[src/rtl/cardinal_router_if.sv]
// Link bundle for the bidirectional-ring router: CW, CCW and PE ports plus the phase bit.
// Flits use [0:DATA_WIDTH-1] ordering, so bit 0 is the MSB.
interface cardinal_router_if #(
    parameter int DATA_WIDTH = 64
);
    logic                  cwsi, ccwsi, pesi;
    logic                  cwri, ccwri, peri;
    logic [0:DATA_WIDTH-1] cwdi, ccwdi, pedi;
    logic                  cwso, ccwso, peso;
    logic                  cwro, ccwro, pero;
    logic [0:DATA_WIDTH-1] cwdo, ccwdo, pedo;
    logic                  polarity;

    modport slave (
        input  cwsi, ccwsi, pesi, cwdi, ccwdi, pedi, cwro, ccwro, pero,
        output cwri, ccwri, peri, cwso, ccwso, peso, cwdo, ccwdo, pedo, polarity
    );

    modport master (
        output cwsi, ccwsi, pesi, cwdi, ccwdi, pedi, cwro, ccwro, pero,
        input  cwri, ccwri, peri, cwso, ccwso, peso, cwdo, ccwdo, pedo, polarity
    );
endinterface

[src/rtl/cardinal_router.sv]
// Two-VC ring router with one-entry buffers; even/odd phases keep link traffic on VC p
// and internal moves on VC ~p, so a buffer is never filled and drained in the same cycle.
module cardinal_router #(
    parameter int DATA_WIDTH = 64
) (
    input  logic             clk,
    input  logic             reset,
    cardinal_router_if.slave lnk
);
    localparam int CW  = 0;
    localparam int CCW = 1;
    localparam int PE  = 2;

    typedef logic [0:DATA_WIDTH-1] flit_t;

    logic       polarity_q, polarity_d;
    logic [1:0] in_v_q  [3];
    logic [1:0] in_v_d  [3];
    flit_t      in_f_q  [3][2];
    flit_t      in_f_d  [3][2];
    logic [1:0] out_v_q [3];
    logic [1:0] out_v_d [3];
    flit_t      out_f_q [3][2];
    flit_t      out_f_d [3][2];
    logic       rr_pe_q, rr_pe_d;
    logic       rr_cw_q, rr_cw_d;
    logic       rr_ccw_q, rr_ccw_d;

    logic       si   [3];
    logic       ro   [3];
    flit_t      di   [3];
    logic       ri   [3];
    logic       so   [3];
    flit_t      dout [3];
    logic       p, v;

    logic       cw_hop0, ccw_hop0;
    logic       req_cw_pe, req_cw_cw, req_ccw_pe, req_ccw_ccw, req_pe_cw, req_pe_ccw;
    logic [1:0] g_pe, g_cw, g_ccw;

    // Forwarded ring flits lose one hop; hop occupies bits 8:15 with bit 8 as its MSB.
    function automatic flit_t hop_shift(input flit_t f);
        flit_t r;
        r = f;
        r[8:15] = {1'b0, f[8:14]};
        return r;
    endfunction

    // Returns {grant_first, grant_second}; pointer 0 favours the first requester.
    function automatic logic [1:0] rr_grant(input logic a, input logic b, input logic ptr);
        logic [1:0] g;
        if (a && b) g = ptr ? 2'b01 : 2'b10;
        else        g = {a, b};
        return g;
    endfunction

    assign p = polarity_q;
    assign v = ~polarity_q;

    always_comb begin
        si[CW]  = lnk.cwsi;  si[CCW] = lnk.ccwsi; si[PE] = lnk.pesi;
        ro[CW]  = lnk.cwro;  ro[CCW] = lnk.ccwro; ro[PE] = lnk.pero;
        di[CW]  = lnk.cwdi;  di[CCW] = lnk.ccwdi; di[PE] = lnk.pedi;
    end

    always_comb begin
        for (int x = 0; x < 3; x++) begin
            ri[x]   = ~in_v_q[x][p];
            so[x]   = out_v_q[x][p] & ro[x];
            dout[x] = out_f_q[x][p];
        end
    end

    assign lnk.cwri     = ri[CW];
    assign lnk.ccwri    = ri[CCW];
    assign lnk.peri     = ri[PE];
    assign lnk.cwso     = so[CW];
    assign lnk.ccwso    = so[CCW];
    assign lnk.peso     = so[PE];
    assign lnk.cwdo     = dout[CW];
    assign lnk.ccwdo    = dout[CCW];
    assign lnk.pedo     = dout[PE];
    assign lnk.polarity = polarity_q;

    always_comb begin
        polarity_d = ~polarity_q;
        in_v_d     = in_v_q;
        in_f_d     = in_f_q;
        out_v_d    = out_v_q;
        out_f_d    = out_f_q;
        rr_pe_d    = rr_pe_q;
        rr_cw_d    = rr_cw_q;
        rr_ccw_d   = rr_ccw_q;

        cw_hop0     = (in_f_q[CW][v][8:15] == 8'd0);
        ccw_hop0    = (in_f_q[CCW][v][8:15] == 8'd0);
        req_cw_pe   = in_v_q[CW][v] & cw_hop0;
        req_cw_cw   = in_v_q[CW][v] & ~cw_hop0;
        req_ccw_pe  = in_v_q[CCW][v] & ccw_hop0;
        req_ccw_ccw = in_v_q[CCW][v] & ~ccw_hop0;
        req_pe_cw   = in_v_q[PE][v] & ~in_f_q[PE][v][1];
        req_pe_ccw  = in_v_q[PE][v] & in_f_q[PE][v][1];

        // A full target blocks the grant and freezes its pointer.
        g_pe  = out_v_q[PE][v]  ? 2'b00 : rr_grant(req_cw_pe, req_ccw_pe, rr_pe_q);
        g_cw  = out_v_q[CW][v]  ? 2'b00 : rr_grant(req_cw_cw, req_pe_cw, rr_cw_q);
        g_ccw = out_v_q[CCW][v] ? 2'b00 : rr_grant(req_ccw_ccw, req_pe_ccw, rr_ccw_q);

        if (!out_v_q[PE][v] && req_cw_pe && req_ccw_pe)    rr_pe_d  = ~rr_pe_q;
        if (!out_v_q[CW][v] && req_cw_cw && req_pe_cw)     rr_cw_d  = ~rr_cw_q;
        if (!out_v_q[CCW][v] && req_ccw_ccw && req_pe_ccw) rr_ccw_d = ~rr_ccw_q;

        if (g_pe[1]) begin
            out_v_d[PE][v] = 1'b1;
            out_f_d[PE][v] = in_f_q[CW][v];
            in_v_d[CW][v]  = 1'b0;
        end
        if (g_pe[0]) begin
            out_v_d[PE][v] = 1'b1;
            out_f_d[PE][v] = in_f_q[CCW][v];
            in_v_d[CCW][v] = 1'b0;
        end
        if (g_cw[1]) begin
            out_v_d[CW][v] = 1'b1;
            out_f_d[CW][v] = hop_shift(in_f_q[CW][v]);
            in_v_d[CW][v]  = 1'b0;
        end
        if (g_cw[0]) begin
            out_v_d[CW][v] = 1'b1;
            out_f_d[CW][v] = in_f_q[PE][v];
            in_v_d[PE][v]  = 1'b0;
        end
        if (g_ccw[1]) begin
            out_v_d[CCW][v] = 1'b1;
            out_f_d[CCW][v] = hop_shift(in_f_q[CCW][v]);
            in_v_d[CCW][v]  = 1'b0;
        end
        if (g_ccw[0]) begin
            out_v_d[CCW][v] = 1'b1;
            out_f_d[CCW][v] = in_f_q[PE][v];
            in_v_d[PE][v]   = 1'b0;
        end

        // Link writes land last: the flit's own VC bit picks the buffer, even if it is not p.
        for (int x = 0; x < 3; x++) begin
            if (so[x]) out_v_d[x][p] = 1'b0;
            if (si[x] && ri[x]) begin
                in_v_d[x][di[x][0]] = 1'b1;
                in_f_d[x][di[x][0]] = di[x];
            end
        end
    end

    always_ff @(posedge clk or negedge reset) begin
        if (!reset) begin
            polarity_q <= 1'b0;
            rr_pe_q    <= 1'b0;
            rr_cw_q    <= 1'b0;
            rr_ccw_q   <= 1'b0;
            for (int x = 0; x < 3; x++) begin
                in_v_q[x]  <= 2'b00;
                out_v_q[x] <= 2'b00;
                for (int c = 0; c < 2; c++) begin
                    in_f_q[x][c]  <= '0;
                    out_f_q[x][c] <= '0;
                end
            end
        end else begin
            polarity_q <= polarity_d;
            rr_pe_q    <= rr_pe_d;
            rr_cw_q    <= rr_cw_d;
            rr_ccw_q   <= rr_ccw_d;
            in_v_q     <= in_v_d;
            in_f_q     <= in_f_d;
            out_v_q    <= out_v_d;
            out_f_q    <= out_f_d;
        end
    end
endmodule

[src/flat_wrapper.sv]
// flat-port wrapper written by rule: the top's interface ports become plain ports
module cardinal_router_flat 
#(
    parameter int DATA_WIDTH = 64
)
  (clk, reset, lnk_cwsi, lnk_ccwsi, lnk_pesi, lnk_cwdi, lnk_ccwdi, lnk_pedi, lnk_cwro, lnk_ccwro, lnk_pero, lnk_cwri, lnk_ccwri, lnk_peri, lnk_cwso, lnk_ccwso, lnk_peso, lnk_cwdo, lnk_ccwdo, lnk_pedo, lnk_polarity);
  cardinal_router_if #(.DATA_WIDTH(DATA_WIDTH)) lnk_i ();
  input  logic clk;
  input  logic reset;
  input wire logic [$bits(lnk_i.cwsi)-1:0] lnk_cwsi;
  input wire logic [$bits(lnk_i.ccwsi)-1:0] lnk_ccwsi;
  input wire logic [$bits(lnk_i.pesi)-1:0] lnk_pesi;
  input wire logic [$bits(lnk_i.cwdi)-1:0] lnk_cwdi;
  input wire logic [$bits(lnk_i.ccwdi)-1:0] lnk_ccwdi;
  input wire logic [$bits(lnk_i.pedi)-1:0] lnk_pedi;
  input wire logic [$bits(lnk_i.cwro)-1:0] lnk_cwro;
  input wire logic [$bits(lnk_i.ccwro)-1:0] lnk_ccwro;
  input wire logic [$bits(lnk_i.pero)-1:0] lnk_pero;
  output wire logic [$bits(lnk_i.cwri)-1:0] lnk_cwri;
  output wire logic [$bits(lnk_i.ccwri)-1:0] lnk_ccwri;
  output wire logic [$bits(lnk_i.peri)-1:0] lnk_peri;
  output wire logic [$bits(lnk_i.cwso)-1:0] lnk_cwso;
  output wire logic [$bits(lnk_i.ccwso)-1:0] lnk_ccwso;
  output wire logic [$bits(lnk_i.peso)-1:0] lnk_peso;
  output wire logic [$bits(lnk_i.cwdo)-1:0] lnk_cwdo;
  output wire logic [$bits(lnk_i.ccwdo)-1:0] lnk_ccwdo;
  output wire logic [$bits(lnk_i.pedo)-1:0] lnk_pedo;
  output wire logic [$bits(lnk_i.polarity)-1:0] lnk_polarity;
  assign lnk_i.cwsi = lnk_cwsi;
  assign lnk_i.ccwsi = lnk_ccwsi;
  assign lnk_i.pesi = lnk_pesi;
  assign lnk_i.cwdi = lnk_cwdi;
  assign lnk_i.ccwdi = lnk_ccwdi;
  assign lnk_i.pedi = lnk_pedi;
  assign lnk_i.cwro = lnk_cwro;
  assign lnk_i.ccwro = lnk_ccwro;
  assign lnk_i.pero = lnk_pero;
  assign lnk_cwri = lnk_i.cwri;
  assign lnk_ccwri = lnk_i.ccwri;
  assign lnk_peri = lnk_i.peri;
  assign lnk_cwso = lnk_i.cwso;
  assign lnk_ccwso = lnk_i.ccwso;
  assign lnk_peso = lnk_i.peso;
  assign lnk_cwdo = lnk_i.cwdo;
  assign lnk_ccwdo = lnk_i.ccwdo;
  assign lnk_pedo = lnk_i.pedo;
  assign lnk_polarity = lnk_i.polarity;
  cardinal_router #(.DATA_WIDTH(DATA_WIDTH)) u_core (.clk(clk), .reset(reset), .lnk(lnk_i));
endmodule
[config.mk]
export PLATFORM = sky130hd
export DESIGN_NAME = cardinal_router_flat
export DESIGN_NICKNAME = d
export VERILOG_FILES = /design/src/rtl/cardinal_router_if.sv /design/src/rtl/cardinal_router.sv /design/src/flat_wrapper.sv
export SDC_FILE = /design/constraint.sdc
export NUM_CORES = 2
export LEC_CHECK = 0
export BUFFER_PORTS_ARGS = -buffer_cell sky130_fd_sc_hd__buf_4
export CAP_MARGIN = 20
export CORE_MARGIN = 4
export CORE_UTILIZATION = 60
export DETAILED_ROUTE_END_ITERATION = 8
export PLACE_DENSITY = 0.86
export SLEW_MARGIN = 20
export SYNTH_ARGS = -nofsm -noshare
export SYNTH_HDL_FRONTEND = slang
export SYNTH_SLANG_ARGS = --single-unit
[constraint.sdc]
create_clock -name clk -period 4.3 [get_ports clk]
set_input_delay 0.86 -clock clk [delete_from_list [all_inputs] [get_ports clk]]
set_output_delay 0.86 -clock clk [all_outputs]
set_load 0.05 [all_outputs]
==> flow_metrics.env <==
export IMPL_setup_viol=0
export IMPL_vias=29800
export IMPL_drive_gt1_share_pct=34.4
export IMPL_first_pass_iters=9
export IMPL_cp_required_ns=3.44
export IMPL_hold_viol=0
export IMPL_ioPinCount=399
export IMPL_total_power_mw=34.6
export IMPL_rr_worst_depth=6
export IMPL_period_minus_slack_ns=3.98
export IMPL_synth_cells=3100
export IMPL_initial_core_util_pct=61.0
export IMPL_p_int_mw=20.5
export IMPL_path_max_fanout=66
export IMPL_drc=2
export IMPL_clockPowerShare_pct=20.2
export IMPL_cp_end_kind="output pin"
export IMPL_min_path_type="in2async"
export IMPL_clockRootBuffer="clkbuf_16"
export IMPL_cts_resized=0
export IMPL_cts_made_buffers=81
export IMPL_grt_pass1_wl_mm=185
export IMPL_ant_nets=0
export IMPL_syn_cell_area_mm2=0.0354
export IMPL_crit_arrival_ns=3.12
export IMPL_ys_types=67
export IMPL_tritoncts="built"
export IMPL_coreArea_mm2=0.0580
export IMPL_cts_max_level=3
export IMPL_grt_usage_pct=38.3
export IMPL_max_clock_path_buffers=3
export IMPL_cts_hold_buffers=0
export IMPL_dieArea_mm2=0.0630
export IMPL_wl_per_cell_um=29.6
export IMPL_seq_area_frac_synth_pct=55.4
export IMPL_drv_slew=0
export IMPL_clk_pin_slew_ns=0.06
export IMPL_dp_hpwl_mm=74.5
export IMPL_fin_skew_ns=0.0275
export IMPL_p_seq_share_pct=40.0
export IMPL_clock_latency_ns=0.65
export IMPL_synth_edff_count=0
export IMPL_dieHeight_um=251
export IMPL_n_fill_cell=3743
export IMPL_via_per_inst=7.07
export IMPL_io_buffer_count=398
export IMPL_wirelength_mm=125
export IMPL_tightestPinTransition_ns=1.16
export IMPL_switching_share_pct=40.9
export IMPL_area_growth_synth_to_final_pct=17.8
export IMPL_status="finished with violations"
export IMPL_cts_sinks=784
export IMPL_rows=88
export IMPL_tns_ns=0
export IMPL_syn_nets=3300
export IMPL_vdd_ir_drop_max_v=0.000601
export IMPL_gp_congestion=0.914
export IMPL_grt_pass1_vias=30800
export IMPL_holdWs_ns=0.204
export IMPL_slew_headroom_pct=22.8
export IMPL_ys_flop_type="dfrtp_1"
export IMPL_p_sw_mw=14.2
export IMPL_power_density_mw_per_mm2=830
export IMPL_grt_max_degree=141
export IMPL_fmax_ghz=0.251
export IMPL_yosys_warnings=0
export IMPL_postSynthRegisterBits=784
export IMPL_cap_violations=0
export IMPL_rsz0062_at_grt="false"
export IMPL_combPwrFrac_pct=39.8
export IMPL_syn_avg_cell_area_um2=11.4
export IMPL_worst_setup_path_start_kind="register"
export IMPL_async_flop_share_pct=100
export IMPL_path_class="reg2out"
export IMPL_p_leak_nw=19.2
export IMPL_antenna_found_initial=4
export IMPL_fp_dieW_um=251
export IMPL_postCtsSetupRepairBufs=0
export IMPL_nets=3589
export IMPL_overflow=0
export IMPL_period_share_pct=92.5
export IMPL_violations="design-rule violations"
export IMPL_drtIter0Drc=4251
[critical path, stage by stage, from the launching register on]
cell and delay [ns]:
dfrtp_4 0.81, buf_4 0.91, mux2_2 0.45, buf_4 0.20
[through the flow]
step	setup slack, ns	util (%)	std cells	cell area [um^2]
CTS	0.376	71.9	4213	41700
detailed placement	0.880	67.4	4071	39100
global placement	0.980	67.4	4071	39100
floorplan	0.891	-	3100	35400
global route	0.300	71.9	4214	41700
finish	0.321	71.9	4215	41700
[cells in the final DEF (no fill, tap or decap), types with 17 or more instances in the layout]
cell type	instances
buf_12	22
clkbuf_16	81
o32ai_1	57
and3_1	64
a31oi_1	124
dfrtp_1	782
o21ba_2	44
nand2_1	514
buf_4	441
a221o_1	118
a21oi_1	73
o221a_2	62
nor2_1	136
inv_1	80
mux2_2	444
nand2b_1	69
o21ai_0	82
clkinv_2	17
a311o_1	61
[state kept, by name (all words and copies together), names as in the netlist, named ones only]
register / cells
u_core.out_v_q: 6
u_core.rr_pe_q: 1
u_core.in_v_q: 6
u_core.rr_ccw_q: 1
u_core.in_f_q: 384
u_core.lnk.polarity: 1
u_core.rr_cw_q: 1
u_core.out_f_q: 378
[final cells by class]
type	count	area (um^2)	area share, %
well taps	765	957	2.29
clock buffers	113	2310	5.53
repair buffers	464	3770	9.03
multi-input cells	1976	14400	34.6
flip-flops and latches	784	19600	47.1
inverters	82	309	0.741
diodes	2	5.00	0.0120
clock inverters	29	294	0.705
[per-layer routing]
metal	share of wire (%)	vias up	track usage, %
met5	0.096	-	0.902
met4	7.1	8	23.9
met3	13	621	11.8
met2	45	2638	58.2
met1	35	14800	48.3
li1	-	11700	-
[logic make-up after synthesis]
| family | share of synthesized area [%] |
|---|---|
| mux | 14.3 |
| flops | 55.4 |
| xor+xnor | 0.0742 |
| buf+inv | 4.32 |
| compound gates | 15.4 |
| simple gates | 10.5 |
[final timing paths]
path / startpoint / endpoint / slack (ns)
worst max-delay path: u_core.lnk.polarity$_DFF_PN0_ / lnk_cwdo[20] / 0.32
worst min-delay path: reset / u_core.in_f_q[249]$_DFFE_PN0P_ / 0.20
worst max register to register: u_core.lnk.polarity$_DFF_PN0_ / u_core.out_f_q[92]$_DFF_PN0_ / 0.76
worst min register to register: u_core.out_f_q[52]$_DFF_PN0_ / u_core.out_f_q[52]$_DFF_PN0_ / 0.49
max in group asynchronous: reset / u_core.out_f_q[156]$_DFF_PN0_ / 2.80
min in group clk: lnk_pedi[11] / u_core.in_f_q[75]$_DFFE_PN0P_ / 0.42
[power by group through the flow]
| stage | Clock [mW] | Sequential [mW] | Combinational (mW) |
|---|---|---|---|
| after global placement | 0 | 13.4 | 12.9 |
| final | 7.00 | 13.8 | 13.8 |
| after global routing | 7.34 | 14.1 | 14.4 |
| after detailed placement | 0 | 13.7 | 13.4 |
| after floorplan | 0 | 12.6 | 9.66 |
| after CTS | 6.99 | 13.6 | 13.6 |
[Yosys cell counts, types with 16 or more instances]
library cell	n	area (um^2)
o21ai_0	82	410
o32ai_1	57	499
nor2_1	136	510
a31oi_1	124	776
and3_1	69	432
dfrtp_1	784	19600
buf_6	16	180
nand2_1	516	1940
clkbuf_1	133	499
buf_2	90	450
a21oi_1	73	365
mux2_2	444	5000
o21ba_2	44	440
inv_1	81	304
a221o_1	118	1180
nand2b_1	69	432
o221a_2	62	698
a311o_1	61	611
(Power assumes the default switching activity.)
